### src/rtl/conv_pkg.sv
// Shared constants and types for the conv post-processing stages.
// Defaults describe the 26x26 conv output map feeding the pooling stage.
package conv_pkg;

  localparam int unsigned DIN_W_DEF  = 32;
  localparam int unsigned DOUT_W_DEF = 16;
  localparam int unsigned IMG_W_DEF  = 26;
  localparam int unsigned IMG_H_DEF  = 26;
  localparam int unsigned SHIFT_DEF  = 8;

  // Largest positive value representable in the signed output word.
  localparam logic [DOUT_W_DEF-1:0] SAT_MAX = {1'b0, {(DOUT_W_DEF-1){1'b1}}};

  typedef enum logic {
    IDLE = 1'b0,
    RUN  = 1'b1
  } state_e;

  // Counter width for a range of n values; never narrower than one bit.
  function automatic int unsigned coord_w(input int unsigned n);
    return (n <= 1) ? 1 : $clog2(n);
  endfunction

  localparam int unsigned X_W_DEF = coord_w(IMG_W_DEF);
  localparam int unsigned Y_W_DEF = coord_w(IMG_H_DEF);

endpackage

### src/rtl/pool_line_buf.sv
// Half-width line buffer holding the horizontal maxima of the last even row.
// One write port, one combinational read port; storage is never reset.
module pool_line_buf #(
  parameter int unsigned DEPTH = 13,
  parameter int unsigned W     = 16,
  parameter int unsigned A_W   = 4
) (
  input  logic           clk,
  input  logic           we,
  input  logic [A_W-1:0] waddr,
  input  logic [W-1:0]   wdata,
  input  logic [A_W-1:0] raddr,
  output logic [W-1:0]   rdata
);

  logic [W-1:0] mem_q [DEPTH];

  always_ff @(posedge clk) begin
    if (we) begin
      mem_q[waddr] <= wdata;
    end
  end

  assign rdata = mem_q[raddr];

endmodule

### src/rtl/relu_maxpool2.sv
// ReLU + shift requantisation + 16-bit saturation followed by 2x2 stride-2
// max-pooling over a raster-ordered conv output map.
module relu_maxpool2
  import conv_pkg::*;
#(
  parameter int unsigned DIN_W  = DIN_W_DEF,
  parameter int unsigned DOUT_W = DOUT_W_DEF,
  parameter int unsigned IMG_W  = IMG_W_DEF,
  parameter int unsigned IMG_H  = IMG_H_DEF,
  parameter int unsigned SHIFT  = SHIFT_DEF
) (
  input  logic              clk,
  input  logic              reset,
  input  logic [DIN_W-1:0]  din,
  input  logic              din_valid,
  input  logic              sync_clr,
  output logic [DOUT_W-1:0] dout,
  output logic              dout_valid,
  output logic              frame_done,
  output logic              sat_flag
);

  localparam int unsigned X_W      = coord_w(IMG_W);
  localparam int unsigned Y_W      = coord_w(IMG_H);
  localparam int unsigned LB_DEPTH = IMG_W / 2;
  localparam int unsigned A_W      = coord_w(LB_DEPTH);

  localparam logic [DOUT_W-1:0] QMax  = {1'b0, {(DOUT_W-1){1'b1}}};
  localparam logic [X_W-1:0]    XLast = X_W'(IMG_W - 1);
  localparam logic [Y_W-1:0]    YLast = Y_W'(IMG_H - 1);

  state_e            state_q, state_d;
  logic [X_W-1:0]    x_q, x_d;
  logic [Y_W-1:0]    y_q, y_d;
  logic [DOUT_W-1:0] h_q, h_d;
  logic [DOUT_W-1:0] dout_q, dout_d;
  logic              dout_valid_q, dout_valid_d;
  logic              frame_done_q, frame_done_d;
  logic              sat_q, sat_d;

  logic signed [DIN_W-1:0] shifted;
  logic                    q_neg;
  logic                    q_sat;
  logic [DOUT_W-1:0]       q_val;
  logic [DOUT_W-1:0]       hmax;
  logic [DOUT_W-1:0]       lb_rdata;
  logic [DOUT_W-1:0]       pool_max;
  logic [A_W-1:0]          lb_addr;
  logic                    lb_we;
  logic                    accept;
  logic                    x_last;
  logic                    y_last;

  // ReLU, arithmetic shift, then clamp to the positive range of the output.
  always_comb begin
    shifted = $signed(din) >>> SHIFT;
    q_neg   = din[DIN_W-1];
    q_sat   = !q_neg && ($unsigned(shifted) > DIN_W'(QMax));
    if (q_neg) begin
      q_val = '0;
    end else if (q_sat) begin
      q_val = QMax;
    end else begin
      q_val = shifted[DOUT_W-1:0];
    end
  end

  assign accept   = din_valid && !sync_clr;
  assign x_last   = (x_q == XLast);
  assign y_last   = (y_q == YLast);
  assign hmax     = (q_val > h_q) ? q_val : h_q;
  assign pool_max = (lb_rdata > hmax) ? lb_rdata : hmax;
  assign lb_addr  = A_W'(x_q >> 1);

  pool_line_buf #(
    .DEPTH (LB_DEPTH),
    .W     (DOUT_W),
    .A_W   (A_W)
  ) u_line_buf (
    .clk   (clk),
    .we    (lb_we),
    .waddr (lb_addr),
    .wdata (hmax),
    .raddr (lb_addr),
    .rdata (lb_rdata)
  );

  // Next-state: frame state, raster counters, window datapath.
  always_comb begin
    state_d      = state_q;
    x_d          = x_q;
    y_d          = y_q;
    h_d          = h_q;
    dout_d       = dout_q;
    dout_valid_d = 1'b0;
    frame_done_d = 1'b0;
    sat_d        = sat_q;
    lb_we        = 1'b0;

    case (state_q)
      IDLE: begin
        if (accept) begin
          state_d = RUN;
        end
      end
      RUN: begin
        if (sync_clr || (accept && x_last && y_last)) begin
          state_d = IDLE;
        end
      end
      default: state_d = IDLE;
    endcase

    if (sync_clr) begin
      x_d = '0;
      y_d = '0;
      h_d = '0;
    end else if (din_valid) begin
      sat_d = sat_q || q_sat;
      if (!x_q[0]) begin
        h_d = q_val;
      end else if (!y_q[0]) begin
        lb_we = 1'b1;
      end else begin
        dout_d       = pool_max;
        dout_valid_d = 1'b1;
      end

      if (x_last) begin
        x_d = '0;
        y_d = y_last ? '0 : y_q + Y_W'(1);
      end else begin
        x_d = x_q + X_W'(1);
      end
      frame_done_d = x_last && y_last;
    end
  end

  always_ff @(posedge clk or posedge reset) begin
    if (reset) begin
      state_q      <= IDLE;
      x_q          <= '0;
      y_q          <= '0;
      h_q          <= '0;
      dout_q       <= '0;
      dout_valid_q <= 1'b0;
      frame_done_q <= 1'b0;
      sat_q        <= 1'b0;
    end else begin
      state_q      <= state_d;
      x_q          <= x_d;
      y_q          <= y_d;
      h_q          <= h_d;
      dout_q       <= dout_d;
      dout_valid_q <= dout_valid_d;
      frame_done_q <= frame_done_d;
      sat_q        <= sat_d;
    end
  end

  assign dout       = dout_q;
  assign dout_valid = dout_valid_q;
  assign frame_done = frame_done_q;
  assign sat_flag   = sat_q;

endmodule

### config.mk
export PLATFORM = sky130hd
export DESIGN_NAME = relu_maxpool2
export DESIGN_NICKNAME = d
export VERILOG_FILES = /design/src/rtl/conv_pkg.sv /design/src/rtl/pool_line_buf.sv /design/src/rtl/relu_maxpool2.sv
export SDC_FILE = /design/constraint.sdc
export NUM_CORES = 1
export LEC_CHECK = 0
export BUFFER_PORTS_ARGS = -buffer_cell sky130_fd_sc_hd__buf_4
export CORE_UTILIZATION = 50
export CTS_BUF_LIST = sky130_fd_sc_hd__clkbuf_4 sky130_fd_sc_hd__clkbuf_8
export CTS_CLUSTER_DIAMETER = 120
export DETAILED_ROUTE_END_ITERATION = 16
export GPL_TIMING_DRIVEN = 0
export PLACE_DENSITY = 0.66
export SLEW_MARGIN = 25
export SYNTH_ARGS = -nofsm -noshare
export SYNTH_HDL_FRONTEND = slang
export SYNTH_SLANG_ARGS = --single-unit
### constraint.sdc
create_clock -name clk -period 7.17 [get_ports clk]
set_input_delay 0 -clock clk [delete_from_list [all_inputs] [get_ports clk]]
set_output_delay 0 -clock clk [all_outputs]
set_load 0.05 [all_outputs]
## Yosys cells after proc, flatten, opt, wreduce, memory -nomap -nowiden

Memories as Yosys holds them, arrays and structs flattened.
Index checks and enable logic that the tools add are counted.
W data, S select, Z words.

| storage, ports and cells | value |
|---|---|
| word-level logic and storage cells | 53 |
| latch bits | 0 |
| memory bits (writable) | 208 |
| memories | 1 |
| bits in read-only memories | 0 |
| register bits | 45 |
| bits of input ports | 36 |

| operators by class | value |
|---|---|
| bitwise gates (word level) | 1 |
| $add $sub $neg | 2 |
| $lt $le $gt $ge | 3 |
| multiplexer cells | 26 |
| $mul | 0 |
| shifts and indexed selects | 0 |
| equality and inequality tests | 3 |
| div/mod/pow operators | 0 |
| reductions and logical operators | 10 |

Memory list:

| memory | depth | bits a word | rd ports | clocked after Yosys merged registers in | write ports | line | text |
|---|---|---|---|---|---|---|---|
| u_line_buf.mem_q | 13 | 16 | 1 | 0 | 1 | pool_line_buf.sv:16 | `logic [W-1:0] mem_q [DEPTH];` |

Operator list:

| kind | count |
|---|---|
| $mux W16 | 7 |
| $mux W5 | 7 |
| $gt A16 B16 Y1 | 2 |
| $gt A32 B15 Y1 const B | 1 |
| $mux W1 | 12 |
| $add A5 B1 Y5 const B | 2 |
| $eq A5 B5 Y1 const B | 2 |
| $reduce_and A2 Y1 | 3 |
| $reduce_and A4 Y1 | 1 |
| $reduce_bool A2 Y1 | 2 |
| $logic_and A1 B1 Y1 | 2 |
| $ne A2 B2 Y1 const B | 1 |
| $logic_not A1 Y1 | 1 |
| $logic_or A1 B1 Y1 | 1 |
| $not A1 Y1 | 1 |

## Longest topological paths before layout

| depth | value |
|---|---|
| depth after elaboration | 8 |
| gate-level depth with buffers | 22 |

## Hierarchy

A second synthesis with hierarchy kept.

| second synthesis, totals | value |
|---|---|
| cell total of the unflattened synthesis | 776 |
| area, all modules | 11,434.7 µm² |

By module, submodules not included:

| module | cells an instance | instances | sequential area each (µm²) | area each (µm²) |
|---|---|---|---|---|
| pool_line_buf | 345 | 1 | 6,246.0 | 8,010.2 |
| relu_maxpool2 | 431 | 1 | 1,126.1 | 3,424.5 |

## Least setup slack after synthesis

OpenSTA, ideal clock, no wires.

| timing | value |
|---|---|
| kind | input-to-reg |
| start point | input din[25] |
| end point | register dout_q[2] (netlist: dout[2]) |
| setup slack | 2,809 ps |
| buffers on the path | 3 |
| library setup time | 87 ps |
| arrival | 4,275 ps |
| cell stages on the path | 20 |
| data required time | 7,083 ps |
| path through | nor4_2 > nand2_1 > clkbuf_1 > nor2_1 > nor2_1 > ha_1 > nand4_1 > nor4_1 > o211a_1 > a2bb2oi_4 > buf_12 > mux2i_1 > ha_1 > a21o_1 > a221o_1 > a221oi_1 > a21oi_1 > nand2b_1 > buf_6 > o211ai_1 |

| on the way | value |
|---|---|
| longest elaborated chain between the ends | 8 |

Ends and longest elaborated chain:

| element | line | text |
|---|---|---|
| start: declaration | relu_maxpool2.sv:14 | `input logic [DIN_W-1:0] din,` |
| $gt A32 B15 Y1 * | relu_maxpool2.sv:58 | `q_sat = !q_neg && ($unsigned(shifted) > DIN_W'(QMax));` |
| $logic_and A1 B1 Y1 * | relu_maxpool2.sv:58 |  |
| $mux W16 * | relu_maxpool2.sv:61 | `end else if (q_sat) begin` |
| $mux W16 * | relu_maxpool2.sv:59 | `if (q_neg) begin` |
| $gt A16 B16 Y1 | relu_maxpool2.sv:71 | `assign hmax = (q_val > h_q) ? q_val : h_q;` |
| $mux W16 * | relu_maxpool2.sv:71 |  |
| $gt A16 B16 Y1 | relu_maxpool2.sv:72 | `assign pool_max = (lb_rdata > hmax) ? lb_rdata : hmax;` |
| $mux W16 * | relu_maxpool2.sv:72 |  |
| end signal: assignment | relu_maxpool2.sv:154 | `dout_q <= dout_d;` |
| end: declaration | relu_maxpool2.sv:36 | `logic [DOUT_W-1:0] dout_q, dout_d;` |

Mark *: on every way between the ends. The rest lies on a longest branch, timed or not.
A chain may end at the register's enable or synchronous reset.

## Final worst setup path

| timing | value |
|---|---|
| start point | input din[25] |
| end point | register dout_q[5] (netlist: dout[5]) |

Same word-level chain as after synthesis.

==> summary.md <==
Outcome
• run status: complete, no violations

Layout
• commonest non-fill, non-tap cells in the layout: 208 x sky130_fd_sc_hd__edfxtp_1, 64 x sky130_fd_sc_hd__mux4_2, 54 x sky130_fd_sc_hd__buf_4
• layout-stage area growth over the synthesis result: 16.9%
• diode count: 0
• proportion of layout cells with a drive suffix above 1: 28.6%
• post-layout net count: 846
• most frequent standard cell in the layout excluding fill and tap cells: sky130_fd_sc_hd__edfxtp_1

Critical path
• Largest delay share family, worst path: simple AND/OR/NAND/NOR gates
• setup slack on the worst flop-to-flop path: 2110 ps
• arrival time at the worst endpoint: 5700 ps
• Critical Path Start Type: input port
• Worst Setup End Kind: flip-flop
• highest-delay cell along the critical path: sky130_fd_sc_hd__nor4_1
• critical-path cell list: buf_4 -> nor4_2 -> nand2_1 -> clkbuf_1 -> nor2_1 -> nor2_1 -> ha_1 -> nand4_1 -> nor4_1 -> o211a_1 -> a2bb2oi_4 -> buf_12 -> mux2i_1 -> ha_1 -> nand4_1 -> a21o_1 -> a21o_1 -> a21oi_1 -> nand2b_1 -> buf_6 -> o211ai_2
• critical path start-end classification: in2reg
• reg-to-reg critical path endpoint: dout[5]
• data required time at the worst endpoint: 7560 ps
• depth of the worst register-to-register path: 16
• launch point of the worst reg-to-reg path: h_q[5]
• combined buffer and inverter count along the critical path: 4
• Crit path largest cell delay: 640 ps
• Worst Path Max Fanout: 10

CTS
• clock-pin slew of the registers on the worst-case setup and hold paths: 70 ps
• post_cts resized: 0
• count of H-tree levels built during CTS: 2
• total number of clock tree sinks: 253
• total CTS buffers: 40
• Clock Tree Root: sky130_fd_sc_hd__clkbuf_8
• buffers from clock root to sink, at most: 3
• clock tree from TritonCTS: built
• clock insertion delay at the later pin of the skew report: 530 ps

Run
• number of max-capacitance violations reported: 0

Min path
• Hold WC Path Type: in2reg
• endpoint of the worst hold-timing path: h_q[14]
• origin of the worst min-delay path: din[31]
• count of cells along the worst hold path: 3

Floorplanning
• effective utilization at floorplan: 51.8%
• Die Footprint: 22600 µm²
• die width: 150 µm
• vertical die dimension: 150 µm
• Core Rows: 53
• area of the core region: 21300 µm²
• Ports: 55

Power and ir drop
• Power Density: 238 nW/µm²
• Leakage Power: 4.67 nW
• worst supply voltage drop on vdd: 0.0000981 V
• final total power: 0.00307 W

STA
• min Tclk post-route: 5310 ps
• total negative slack for setup checks: 0 ps
• transition time at the pin with the least slew margin: 887 ps
• unrepaired setup endpoints after global routing: no
• Hold Vio Cnt, Final: 0
• final setup violating endpoints: 0
• post-route fraction of the period consumed by the critical path: 74.0%
• Post-Route Skew: 17.4 ps
• Final Slew Violations: 0
• Worst Hold Margin: 39.7 ps
• remaining max-slew budget at the tightest pin: 40.9%
• setup slack of the critical path after layout: 1860 ps
• Max Clock Freq: 188 MHz

Yosys
• synth top area cells: sky130_fd_sc_hd__edfxtp_1 57%, sky130_fd_sc_hd__mux4_2 13%, sky130_fd_sc_hd__dfrtp_1 10%
• fraction of registers with async set/reset: 17.8%
• FF+latch count, synth: 253
• sequential cell area fraction in the yosys report: 66.9%
• number of enable-type register cells in the synthesized netlist: 208
• Post-Syn Area: 11000 µm²
• synthesized netlist cell count: 656
• Yosys top cell area share: 56.7%
• Syn. warnings: 0
• most instantiated flip-flop cell in the synthesis netlist: sky130_fd_sc_hd__edfxtp_1
• post-synthesis average cell area: 16.8 µm²
• Yosys top cell by area: sky130_fd_sc_hd__edfxtp_1
• total nets after synthesis: 727
• Distinct cells, synth: 52

Global route
• antenna violations before repair: 0
• largest net degree at the start of global routing: 33
• residual overflow from global routing: 0
• vias in the first global route: 6678
• first-pass GRT wire length: 37.5 mm
• total track usage: 22.8%

Detailed routing
• Iter 0 DRT Violations: 428
• residual antenna-violating net count after detailed routing: 0
• highest metal layer with signal wires: met4
• via count: 6291
• routed via count divided by cell count: 5.84
• Final Routed Wirelength: 24.5 mm
• first-pass iteration count of the detailed router: 4
• met1 WL: 9.74 mm
• detailed-routed wire length on met3: 1.54 mm
• Routed wire per std cell: 22.8 µm
• met2 routed wirelength: 12.6 mm
• Residual DRC: 0

Place
• HPWL reported at the end of detailed placement: 17.0 mm
• routability congestion estimate: 0.931
• count of input and output buffers: 44
• pre-CTS WS: 1350 ps

-- cells by family (layout without fill, tap and decap cells) --
kind of cell	count (synthesis)	count (layout)	synth area share [%]
flops	253	253	66.9
simple gates	144	144	6.30
compound gates	73	73	5.34
mux	78	78	14.4
fa+ha+maj	36	36	4.08
other cells	1	1	0.0340
buf+inv	69	215	2.85
xor+xnor	2	2	0.159
-- stage by stage --
stage / cells / cell area [µm²] / util [%]
after global placement: 975 / 11700 / 54.9
after global routing: 1077 / 12900 / 60.5
after CTS: 1077 / 12900 / 60.5
after floorplan: 656 / 11000 / -
after detailed placement: 989 / 11900 / 55.9
final: 1077 / 12900 / 60.5
-- power breakdown --
part,internal (W),switching [W]
registers,0.00162,0.00000587
logic,0.0000934,0.000138
clock network,0.000672,0.000539
-- layout make-up --
class / instances / area, µm²
buffer: 30 / 168
multi-input combinational: 334 / 3400
sequential: 253 / 7370
clock inverter: 16 / 126
timing repair buffer: 77 / 664
clock buffer: 53 / 661
tap: 275 / 344
fill: 1596 / 8410
inverter: 39 / 146
-- flip-flops by register name, indices dropped and copies added (netlist names) --
signal	count
y_q	5
sat_flag	1
dout	16
u_line_buf.mem_q	208
dout_valid	1
frame_done	1
x_q	5
h_q	16
-- cell usage after synthesis, types with 3 or more instances --
cell	instances
sky130_fd_sc_hd__mux2i_1	13
sky130_fd_sc_hd__nand3_1	23
sky130_fd_sc_hd__nand2b_1	6
sky130_fd_sc_hd__mux4_2	64
sky130_fd_sc_hd__a22o_1	14
sky130_fd_sc_hd__dfrtp_1	45
sky130_fd_sc_hd__nor3_1	8
sky130_fd_sc_hd__nand2_1	29
sky130_fd_sc_hd__inv_1	37
sky130_fd_sc_hd__and2_1	4
sky130_fd_sc_hd__nand4b_1	3
sky130_fd_sc_hd__o211ai_2	9
sky130_fd_sc_hd__edfxtp_1	208
sky130_fd_sc_hd__clkbuf_1	14
sky130_fd_sc_hd__a21o_1	5
sky130_fd_sc_hd__o211ai_1	8
sky130_fd_sc_hd__ha_1	35
sky130_fd_sc_hd__nor2_1	51
sky130_fd_sc_hd__nand4_1	9
sky130_fd_sc_hd__o21ai_0	7
sky130_fd_sc_hd__a21oi_1	15
sky130_fd_sc_hd__buf_2	8
-- tightest hold or removal path, stage by stage --
cell                       delay (ps)
sky130_fd_sc_hd__clkbuf_1         150
sky130_fd_sc_hd__nor2_1           220
sky130_fd_sc_hd__a22o_1           160
-- worst max path at each step --
stage                 start      end  cells after the start
finish              din[25]  dout[5]                     21
global placement    din[25]  dout[5]                     21
CTS                 din[25]  dout[2]                     21
global route        din[25]  dout[2]                     21
floorplan           din[25]  dout[2]                     20
detailed placement  din[25]  dout[5]                     21
-- metal layers --
metal | GRT usage (%) | vias to the layer above
met1 | 28.6 | 3183
li1 | - | 2824
met2 | 39.9 | 224
met5 | 0 | -
met3 | 4.15 | 60
met4 | 7.73 | 0
-- what timing repair did --
item / 4_1_cts / 5_1_grt
hold buffers: 19 / 0
endpoints found under the hold margin: 66 / 0
setup buffers: 0 / 0
Power figures use the tool's default switching activity.
